**src/rtl/rs_enc_framer.sv**
```systemverilog
// Serializes a 32-bit AXI-Stream packet stream MSB byte first into 8-bit RS
// message blocks of K bytes, zero-padding the last block of each packet.
module rs_enc_framer #(
  parameter int unsigned K        = 223,
  parameter logic [7:0]  PAD_BYTE = 8'h00
) (
  input  logic        core_clk,
  input  logic        rst,
  input  logic [31:0] s_axis_tdata,
  input  logic        s_axis_tvalid,
  input  logic        s_axis_tlast,
  output logic        s_axis_tready,
  output logic [7:0]  m_axis_tdata,
  output logic        m_axis_tvalid,
  output logic        m_axis_tlast,
  input  logic        m_axis_tready,
  output logic [15:0] block_count,
  output logic [15:0] pad_count
);

  localparam int unsigned CW = 8;
  localparam logic [CW-1:0] LAST_IDX = CW'(K - 1);

  typedef enum logic [1:0] {IDLE, SHIFT, PAD} state_t;

  state_t        state, state_n;
  logic [31:0]   hold, hold_n;
  logic          hold_last, hold_last_n;
  logic [1:0]    byte_idx, byte_idx_n;
  logic [CW-1:0] blk_cnt, blk_cnt_n;
  logic [7:0]    tdata_n;
  logic          tvalid_n, tlast_n;
  logic [15:0]   block_count_n, pad_count_n;
  logic          m_hs, s_hs, eow, can_reload;

  function automatic logic [7:0] sel_byte(input logic [31:0] w, input logic [1:0] i);
    case (i)
      2'd0:    sel_byte = w[31:24];
      2'd1:    sel_byte = w[23:16];
      2'd2:    sel_byte = w[15:8];
      default: sel_byte = w[7:0];
    endcase
  endfunction

  // Next word may enter in IDLE, or on the last byte of a word unless a pad tail must follow.
  assign m_hs          = m_axis_tvalid & m_axis_tready;
  assign eow           = (state == SHIFT) && (byte_idx == 2'd3) && m_hs;
  assign can_reload    = eow && (!hold_last || (blk_cnt == LAST_IDX));
  assign s_axis_tready = !rst && ((state == IDLE) || can_reload);
  assign s_hs          = s_axis_tvalid & s_axis_tready;

  always_comb begin
    state_n       = state;
    hold_n        = hold;
    hold_last_n   = hold_last;
    byte_idx_n    = byte_idx;
    blk_cnt_n     = blk_cnt;
    block_count_n = block_count;
    pad_count_n   = pad_count;

    if (m_hs && m_axis_tlast) block_count_n = block_count + 16'd1;

    case (state)
      IDLE: begin
        if (s_hs) begin
          hold_n      = s_axis_tdata;
          hold_last_n = s_axis_tlast;
          byte_idx_n  = 2'd0;
          state_n     = SHIFT;
        end
      end
      SHIFT: begin
        if (m_hs) begin
          blk_cnt_n = (blk_cnt == LAST_IDX) ? '0 : blk_cnt + CW'(1);
          if (byte_idx != 2'd3) begin
            byte_idx_n = byte_idx + 2'd1;
          end else if (s_hs) begin
            hold_n      = s_axis_tdata;
            hold_last_n = s_axis_tlast;
            byte_idx_n  = 2'd0;
          end else if (!hold_last || (blk_cnt == LAST_IDX)) begin
            state_n = IDLE;
          end else begin
            state_n = PAD;
          end
        end
      end
      PAD: begin
        if (m_hs) begin
          pad_count_n = pad_count + 16'd1;
          if (blk_cnt == LAST_IDX) begin
            blk_cnt_n = '0;
            state_n   = IDLE;
          end else begin
            blk_cnt_n = blk_cnt + CW'(1);
          end
        end
      end
      default: state_n = IDLE;
    endcase

    // Output byte is registered from the next-state view so it appears one cycle after acceptance.
    tvalid_n = (state_n != IDLE);
    tlast_n  = (state_n != IDLE) && (blk_cnt_n == LAST_IDX);
    case (state_n)
      SHIFT:   tdata_n = sel_byte(hold_n, byte_idx_n);
      PAD:     tdata_n = PAD_BYTE;
      default: tdata_n = m_axis_tdata;
    endcase
  end

  always_ff @(posedge core_clk or posedge rst) begin
    if (rst) begin
      state         <= IDLE;
      hold          <= '0;
      hold_last     <= 1'b0;
      byte_idx      <= '0;
      blk_cnt       <= '0;
      m_axis_tdata  <= '0;
      m_axis_tvalid <= 1'b0;
      m_axis_tlast  <= 1'b0;
      block_count   <= '0;
      pad_count     <= '0;
    end else begin
      state         <= state_n;
      hold          <= hold_n;
      hold_last     <= hold_last_n;
      byte_idx      <= byte_idx_n;
      blk_cnt       <= blk_cnt_n;
      m_axis_tdata  <= tdata_n;
      m_axis_tvalid <= tvalid_n;
      m_axis_tlast  <= tlast_n;
      block_count   <= block_count_n;
      pad_count     <= pad_count_n;
    end
  end

endmodule
```
**config.mk**
```make
export PLATFORM = sky130hd
export DESIGN_NAME = rs_enc_framer
export DESIGN_NICKNAME = d
export VERILOG_FILES = /design/src/rtl/rs_enc_framer.sv
export SDC_FILE = /design/constraint.sdc
export NUM_CORES = 1
export LEC_CHECK = 0
export BUFFER_PORTS_ARGS = -buffer_cell sky130_fd_sc_hd__buf_2
export CAP_MARGIN = 5
export CORE_MARGIN = 2
export CORE_UTILIZATION = 30
export CTS_BUF_LIST = sky130_fd_sc_hd__clkbuf_4 sky130_fd_sc_hd__clkbuf_8
export DETAILED_ROUTE_END_ITERATION = 10
export HOLD_SLACK_MARGIN = 0.12
export PLACE_DENSITY_LB_ADDON = 0.15
export RECOVER_POWER = 25
export SYNTH_ARGS = -nofsm -noshare
export SYNTH_HDL_FRONTEND = slang
export SYNTH_SLANG_ARGS = --single-unit
```
**constraint.sdc**
```tcl
create_clock -name core_clk -period 3.9 [get_ports core_clk]
set_clock_uncertainty 0.05 [all_clocks]
set_input_delay 1.17 -clock core_clk [delete_from_list [all_inputs] [get_ports core_clk]]
set_output_delay 1.17 -clock core_clk [all_outputs]
set_load 0.05 [all_outputs]
```
==> flow_metrics.tcl, run 1 <==
set metrics [dict create \
    max_slew.worst_pin.slew_ns 1.431 \
    synthToLayoutAreaGrowth_pct 17.51 \
    cts_tree "built" \
    power_density_nw_per_um2 742.1 \
    die_w_um 122.7 \
    cts_setup_buffers 0 \
    drive_above_1_share_pct 28.44 \
    drv_cap 0 \
    required_ns 4.15 \
    min_period_ns 3.471 \
    antenna_found_initial 0 \
    r2r_cells 12 \
    synthCells 363 \
    hpwlAfterDp_um 6868 \
    port_buffers 79 \
    clock_power_share_pct 17.5 \
    ys_ff_latch 87 \
    synth_common_cells "87 x dfrtp_1, 28 x nand2_1, 27 x xnor2_1" \
    std_cell_rows 43 \
    status "complete, no violations" \
    drtIter0Drc 169 \
    viasPerCell 4.913 \
    drv_slew 0 \
    dp_cells 615 \
    grt_overflow 0 \
    clock-root-buffer "clkbuf_8" \
    yosysWarnings 0 \
    start_util_pct 30.59 \
    rsz0062_at_grt "no" \
    hold_viol 0 \
    cts_max_path_buffers 2 \
    hold_buffers 0 \
    setup_tns_ns 0 \
    hold_class "reg -> reg" \
    cp-start-kind "input port" \
    period_share_pct 88.99 \
    synth_edf_count 0 \
    synth_nets 411 \
    drc 0 \
    ant_nets 0 \
    ys_async_sr_fraction_pct 100.0 \
    yosysMostFrequentCell "dfrtp_1" \
    grt_pass1_vias 3045 \
    syn_area_per_cell_um2 11.65 \
    final_cells 630 \
    drt-wirelength-per-cell_um 15.41 \
    ys_types 54 \
    seq_area_frac_synth_pct 51.46 \
    hold_depth 1 \
    yosysTopAreaCell "dfrtp_1" \
    clk_pin_slew_ns 0.09 \
    io_pins 80 \
    num_vias 3095 \
    setup_viol 0 \
    crit_path_end_kind "flip-flop" \
    dpl-instance-area_um2 4791 \
    synth_area_leaders "dfrtp_1 51%, xnor2_1 5.6%, a22o_1 5.0%, ha_1 3.3%, mux2_2 2.9%" \
    p_leak_nw 2.356 \
    chipHeight_um 122.7 \
    finalNetCount 494 \
    combPwrFrac_pct 46.0 \
    grt_max_degree 58 \
    num_antenna_cells 0 \
    worstPathArrival_ns 3.72 \
    fin_area_um2 4971 \
    cts_buffers 9 \
    grt_usage_pct 13.46 \
    synth_top_area_share_pct 51.46 \
    finalPower_mw 3.689 \
    die_area_um2 15070 \
    cts_htree_levels 3 \
    cts_num_sinks 87 \
    switchingPower_mw 1.475 \
    grt_pass1_wl_um 15600 \
    ys.flop_type "dfrtp_1" \
    syn_area_um2 4230 \
    p_int_mw 2.214 \
    drt-total-wl_um 9708 \
    core_um2 13830 \
    place.gp.congestion 0.8433 \
    switching_share_pct 39.99 \
    clk_latency_ns 0.37 \
    path_class "in -> reg" \
    slew_headroom_pct 4.567 \
    pwr-share-seq_pct 36.6 \
    critPathMaxFanout 8 \
    first_pass_iters 4 \
    irDropWorstVdd_mv 0.2603 \
    max_freq_ghz 0.2881 \
]
logic make-up (layout without fill, tap and decap cells):
family	after synthesis	count (layout)	synth area share, %
AOI/OAI and AO/OA	82	82	16.47
xor gates and xnor gates	34	34	7.039
adders and majority gates	11	11	3.253
buffers and inverters	35	122	5.028
DFF	87	87	51.46
muxes	13	13	3.401
and+or+nand+nor	101	101	13.34
stage by stage:
stage / setup slack (ns) / hold slack [ns] / utilization [%]
finish: 0.4294 / 0.4262 / 35.95
global route: 0.1427 / 0.4449 / 35.95
CTS: 0.1904 / 0.4285 / 36.07
detailed placement: -0.1827 / 0.4154 / 34.65
global placement: -0.09286 / 0.4078 / 34.65
floorplan: 0.01259 / 0.4037 / -
flip-flops by register name, summed over array words and instances (netlist names):
signal	flops
m_axis_tvalid	1
hold	32
pad_count	16
m_axis_tdata	8
hold_last	1
byte_idx	2
state	2
block_count	16
blk_cnt	8
m_axis_tlast	1
per-layer routing:
metal | vias to the layer above | wire [um] | share of wire (%) | GRT usage, %
met3 | 14 | 438 | 4.5 | 2.370
met5 | - | 0 | 0 | 0
met2 | 92 | 4562 | 47 | 20.82
met1 | 1487 | 4530 | 47 | 18.06
li1 | 1502 | - | - | -
met4 | 0 | 177 | 1.8 | 6.753
final cells by class:
type,count,area (um2)
Clock buffer,12,152.6
Inverter,19,72.57
Clock inverter,3,43.79
Tap cell,180,225.2
Timing Repair Buffer,88,454.2
Sequential cell,87,2177
Fill cell,1399,8856
Multi-Input combinational cell,241,1846
final timing paths:
kind	from	endpoint	slack, ns
max in group asynchronous	rst	m_axis_tlast	0.69
worst min register to register	pad_count[15]	pad_count[15]	0.43
min in group asynchronous	rst	pad_count[6]	1.12
worst max register to register	blk_cnt[0]	m_axis_tdata[0]	0.47
worst min-delay path	pad_count[15]	pad_count[15]	0.43
worst max-delay path	rst	m_axis_tdata[0]	0.43
worst max-delay path: stages:
cell      delay [ns]
clkbuf_1        0.13
nand3b_1        0.18
or4_4           0.44
and3_1          0.22
mux2i_1         0.15
a22oi_1         0.11
or2_1           0.23
ha_1            0.29
clkinv_1        0.09
nor3_2          0.47
a221o_1         0.24
cells in the final DEF (no fill, tap or decap), types with 8 or more instances in the layout:
master,count
dfrtp_1,87
buf_2,77
nand2_1,28
xnor2_1,27
a22o_1,24
inv_1,17
nor2_1,15
nand3_1,13
nand4_1,12
mux2_2,11
ha_1,11
clkbuf_8,10
a211oi_1,8
a221o_1,8
power by group through the flow:
stage                     Sequential, mW  Combinational [mW]  Clock, mW
after floorplan                     1.49                1.20          0
after global placement              1.36                1.68          0
after detailed placement            1.37                1.70          0
after CTS                           1.35                1.71      0.674
after global routing                1.38                1.88      0.712
final                               1.35                1.70      0.644
repair_timing:
action                                  in CTS  in global routing
endpoints found under the hold margin        0                  0
endpoints found under the setup margin       0                  8
gates resized for setup                      0                  1
No activity file was read; power rests on OpenSTA's default activity.
==> inputs of run 2 (changes only) <==
==> constraint.sdc (replaced) <==
create_clock -name core_clk -period 2.9 [get_ports core_clk]
set_clock_uncertainty 0.05 [all_clocks]
set_input_delay 0.87 -clock core_clk [delete_from_list [all_inputs] [get_ports core_clk]]
set_output_delay 0.87 -clock core_clk [all_outputs]
set_load 0.05 [all_outputs]
==> run 2 against run 1 <==
- the flow now finishes with violations (negative setup slack)
- final area is 9.2% higher
- worst hold slack lost 0.0084 ns
- die area did not move
- largest power group unchanged
==> flow_metrics.tcl, run 2 (synthesis gave the netlist of run 1 again) <==
set metrics [dict create \
    rsz0062_at_grt "yes" \
    clock_power_share_pct 13.5 \
    die_w_um 122.7 \
    finalNetCount 534 \
    drv_slew 0 \
    final_common_cell "dfrtp_1" \
    final_cell_mix "87 x dfrtp_1, 77 x buf_2, 41 x buf_4" \
    port_buffers 79 \
    grt_max_degree 31 \
    holdWs_ns 0.4177 \
    max_slew.worst_pin.slew_ns 0.9849 \
    cts_htree_levels 3 \
    max_freq_ghz 0.3414 \
    p_leak_nw 2.568 \
    combPwrFrac_pct 54.6 \
    drv_cap 0 \
    first_pass_iters 4 \
    cts_num_sinks 87 \
    num_vias 3244 \
    top_regs "hold (32), block_count (16), pad_count (16)" \
    hold_buffers 0 \
    hold_viol 0 \
    path_class "in -> reg" \
    hold_class "reg -> reg" \
    switchingPower_mw 2.218 \
    pwr-share-seq_pct 31.9 \
    r2r_start "state[1]" \
    largest-register "hold" \
    final_cells 668 \
    drc 0 \
    status "finished with violations" \
    layout_setup_ws_ns -0.02939 \
    hpwlAfterDp_um 7530 \
    startpoint "rst" \
    antenna_found_initial 0 \
    switching_share_pct 39.96 \
    irDropWorstVdd_mv 0.5126 \
    die_area_um2 15070 \
    grt_overflow 0 \
    required_ns 3.11 \
    cts_max_path_buffers 2 \
    dp_cells 648 \
    drive_above_1_share_pct 37.91 \
    final_util_pct 39.25 \
    core_um2 13830 \
    drt-total-wl_um 10100 \
    viasPerCell 4.856 \
    grt_usage_pct 14.38 \
    clock-root-buffer "clkbuf_8" \
    crit_path_end_kind "flip-flop" \
    cp-start-kind "input port" \
    std_cell_rows 43 \
    cts_tree "built" \
    place.gp.congestion 0.8818 \
    drt-wirelength-per-cell_um 15.11 \
    slew_headroom_pct 33.98 \
    critPathMaxFanout 8 \
    worstPathArrival_ns 3.14 \
    grt_pass1_wl_um 16620 \
    r2r_slack_ns -0.02 \
    clk_latency_ns 0.37 \
    period_share_pct 101.0 \
    grt_pass1_vias 3346 \
    fill_cells 1372 \
    violations "negative setup slack" \
    cts_buffers 9 \
    clk_pin_slew_ns 0.09 \
    post-place-ws_ns -0.6216 \
    setup_viol 8 \
    power_density_nw_per_um2 1023 \
    p_int_mw 3.333 \
    io_pins 80 \
    largest_register_ffs 32 \
    start_util_pct 30.59 \
    num_antenna_cells 0 \
    drtIter0Drc 143 \
    ant_nets 0 \
    hp-start "block_count[15]" \
    min_period_ns 2.929 \
    chipHeight_um 122.7 \
    synthToLayoutAreaGrowth_pct 28.28 \
]
==> run 2: cell types whose count changed in the layout (fill, tap and decap cells not counted), sizes merged <==
cell      previous run  this run
clkinvlp             1         2
buf                 84       126
bufinv               1         0
inv                 17        18
clkinv               3         2
clkbuf              16        12
==> run 2: metrics by stage <==
| stage | power, mW | TNS (ns) | area [um2] |
|---|---|---|---|
| 2_1_floorplan | 3.700 | -1.853 | 4268 |
| 3_3_place_gp | 4.481 | -3.524 | 5112 |
| 3_5_place_dp | 4.503 | -4.417 | 5112 |
| 4_1_cts | 5.518 | -0.4788 | 5360 |
| 5_1_grt | 5.979 | -0.9749 | 5426 |
| 6_report | 5.551 | -0.1766 | 5426 |
==> run 2: layout make-up <==
type / instances / area [um2] / share of cell area, %
clock inverter: 3 / 21.27 / 0.3920
sequential: 87 / 2177 / 40.12
clock buffer: 10 / 137.6 / 2.536
inverter: 19 / 77.57 / 1.430
multi-input combinational: 241 / 1961 / 36.13
tap: 180 / 225.2 / 4.150
timing repair buffer: 128 / 827.0 / 15.24
==> run 2: timing repair <==
item	in CTS	in global routing
resized for setup	14	10
endpoints found under the setup margin	9	9
setup buffers	2	5
pin swaps	14	11
==> run 2: worst paths after layout <==
kind                                   end  cells after the start
min in group asynchronous     pad_count[0]                      3
hold reg to reg            block_count[15]                      1
setup / recovery           m_axis_tdata[7]                     12
max in group asynchronous  m_axis_tdata[4]                      4
hold / removal             block_count[15]                      1
setup reg to reg           m_axis_tdata[7]                     13
==> run 2: per-layer routing <==
metal,vias to the layer above,global-route usage [%],share of wire (%),wire [um]
li1,1580,-,-,-
met1,1581,18.42,46,4637
met2,69,23.20,48,4842
met3,14,2.602,3.8,383
met4,0,7.328,2.3,232
met5,-,0,0,0
==> run 2: worst max-delay path, cell delays in order <==
cell and delay [ns]:
buf_6 0.10, nand3b_1 0.14, or4_4 0.52, and3_4 0.18
mux2i_1 0.14, a22oi_1 0.11, or2_1 0.25, ha_4 0.24
nand3b_1 0.09, buf_6 0.17, a211oi_2 0.05, a221o_1 0.27
==> run 2: power groups by stage <==
stage | registers (mW) | logic [mW] | clock network, mW
floorplan | 2.00 | 1.70 | 0
global placement | 1.78 | 2.70 | 0
detailed placement | 1.79 | 2.71 | 0
CTS | 1.77 | 2.95 | 0.794
global route | 1.81 | 3.33 | 0.836
finish | 1.77 | 3.03 | 0.749
==> inputs of run 3 (changes only) <==
--- a/config.mk
+++ b/config.mk
@@ -8,7 +8,7 @@
 export BUFFER_PORTS_ARGS = -buffer_cell sky130_fd_sc_hd__buf_2
 export CAP_MARGIN = 5
 export CORE_MARGIN = 2
-export CORE_UTILIZATION = 30
+export CORE_UTILIZATION = 40
 export CTS_BUF_LIST = sky130_fd_sc_hd__clkbuf_4 sky130_fd_sc_hd__clkbuf_8
 export DETAILED_ROUTE_END_ITERATION = 10
 export HOLD_SLACK_MARGIN = 0.12
==> constraint.sdc (replaced) <==
create_clock -name core_clk -period 3.24 [get_ports core_clk]
set_clock_uncertainty 0.05 [all_clocks]
set_input_delay 0.972 -clock core_clk [delete_from_list [all_inputs] [get_ports core_clk]]
set_output_delay 0.972 -clock core_clk [all_outputs]
set_load 0.05 [all_outputs]
==> run 3 against run 2 <==
- the run now ends clean
- wire length fell by 9.1%
- flip-flop and latch count did not move
- clock power fell by 10%
- sequential power fell by 8%
- critical path depth fell by 6
- critical endpoint is now s_axis_tready
- largest cell class unchanged
- largest power group unchanged
- highest routed layer unchanged
==> flow_metrics.tcl, run 3 (synthesis gave the netlist of run 1 again) <==
set metrics [dict create \
    viasPerCell 5.305 \
    crit_top_cell "clkbuf_1" \
    p_int_mw 2.760 \
    grt_usage_pct 17.11 \
    p_leak_nw 2.408 \
    drtIter0Drc 192 \
    fin_area_um2 5072 \
    post-place-ws_ns -0.2717 \
    drv_cap 0 \
    cts_num_sinks 87 \
    max_slew.worst_pin.slew_ns 1.265 \
    largest_register_ffs 32 \
    ant_nets 0 \
    cp-start-kind "input port" \
    switching_share_pct 40.04 \
    slew_headroom_pct 15.23 \
    first_pass_iters 4 \
    path_class "in -> out" \
    rsz0062_at_grt "no" \
    clk_latency_ns 0.35 \
    dpl-instance-area_um2 4907 \
    clock-root-buffer "clkbuf_8" \
    hold_buffers 0 \
    cts_buffers 9 \
    start_util_pct 41.16 \
    drv_slew 0 \
    grt_pass1_vias 3148 \
    crit_chain "clkbuf_1, clkbuf_1, and3_1, a31oi_1, nor2_1, buf_2" \
    cts_tree "built" \
    place.gp.congestion 0.8248 \
    pwr-share-seq_pct 35.2 \
    chipHeight_um 106.8 \
    final_util_pct 49.35 \
    clock_power_share_pct 14.6 \
    status "complete, no violations" \
    synthToLayoutAreaGrowth_pct 19.91 \
    finalNetCount 506 \
    period_share_pct 97.98 \
    die_area_um2 11410 \
    final_cell_mix "87 x dfrtp_1, 77 x buf_2, 28 x nand2_1" \
    grt_max_degree 47 \
    power_density_nw_per_um2 907.5 \
    combPwrFrac_pct 50.2 \
    port_buffers 79 \
    max_freq_ghz 0.3150 \
    drive_above_1_share_pct 31.24 \
    hpwlAfterDp_um 6792 \
    cts_max_path_buffers 2 \
    die_w_um 106.8 \
    hold_class "reg -> reg" \
    largest-register "hold" \
    core_um2 10280 \
    hold_viol 0 \
    num_antenna_cells 0 \
    num_vias 3167 \
    drc 0 \
    drt-total-wl_um 9182 \
    antenna_found_initial 0 \
    layout_setup_ws_ns 0.06537 \
    io_pins 80 \
    critPathMaxFanout 9 \
    top_regs "hold (32), block_count (16), pad_count (16)" \
    cpMaxStageDelayCell "clkbuf_1" \
    worst_path_largest_cell_delay_ns 0.33 \
    cts_htree_levels 3 \
    critical-path-top-delay-family "buffers and inverters" \
    setup_viol 0 \
    std_cell_rows 37 \
    grt_overflow 0 \
    worstPathArrival_ns 2.15 \
    min_period_ns 3.175 \
    crit_path_end_kind "primary output" \
    hold_depth 1 \
    clk_pin_slew_ns 0.08 \
    switchingPower_mw 1.843 \
    irDropWorstVdd_mv 0.4192 \
    r2r_cells 13 \
    grt_pass1_wl_um 15390 \
    critPathBufInv 3 \
    final_common_cell "dfrtp_1" \
    drt-wirelength-per-cell_um 15.38 \
    cp.depth 6 \
    required_ns 2.22 \
]
## run 3: worst reg2reg max path, delay by kind of cell, from the launching register on
family	cells	cell delay (ns)
adder cells (fa/ha/maj)	2	0.45
AO/OA/AOI/OAI	3	0.48
AND/OR/NAND/NOR	5	1.19
flip-flops	1	0.42
multiplexers	1	0.13
buffers and inverters	2	0.29
## run 3: path summary, 6_finish.rpt
kind / to / from / slack (ns)
setup reg to reg: m_axis_tdata[7] / blk_cnt[0] / 0.16
min in group asynchronous: hold_last / rst / 0.98
setup / recovery: s_axis_tready / m_axis_tready / 0.07
hold reg to reg: block_count[15] / block_count[15] / 0.41
max in group asynchronous: hold[28] / rst / 0.53
hold / removal: block_count[15] / block_count[15] / 0.41
## run 3: timing repair
action / in CTS / in global routing
endpoints found under the setup margin: 0 / 8
buffers inserted: 0 / 0
resized for setup: 0 / 6
## run 3: final cells by class
| class | count | area (um2) |
|---|---|---|
| Clock inverter | 3 | 21.27 |
| Sequential cell | 87 | 2177 |
| Timing Repair Buffer | 100 | 574.3 |
| Multi-Input combinational cell | 241 | 1907 |
| Inverter | 19 | 77.57 |
| Fill cell | 999 | 5205 |
| Clock buffer | 11 | 145.1 |
| Tap cell | 136 | 170.2 |
## run 3: power groups by stage
stage	logic [mW]	clock network (mW)	registers, mW
2_1_floorplan	1.52	0	1.79
3_3_place_gp	2.26	0	1.62
3_5_place_dp	2.30	0	1.63
4_1_cts	2.31	0.702	1.61
5_1_grt	2.53	0.745	1.66
6_report	2.31	0.671	1.62
## run 3: layer usage
metal	track usage (%)	part of all wire, %	vias up
met4	5.844	1.3	0
li1	-	-	1522
met3	4.802	4.5	13
met2	25.84	47	71
met5	0	0	-
met1	23.71	48	1561
## run 3: metrics by stage
stage / cells / hold slack (ns) / setup TNS, ns / power [mW]
floorplan: 363 / 0.4037 / 0 / 3.312
global placement: 583 / 0.4055 / -1.301 / 3.881
detailed placement: 583 / 0.4080 / -1.905 / 3.939
CTS: 597 / 0.4233 / 0 / 4.630
global route: 597 / 0.4510 / 0 / 4.932
finish: 597 / 0.4135 / 0 / 4.603
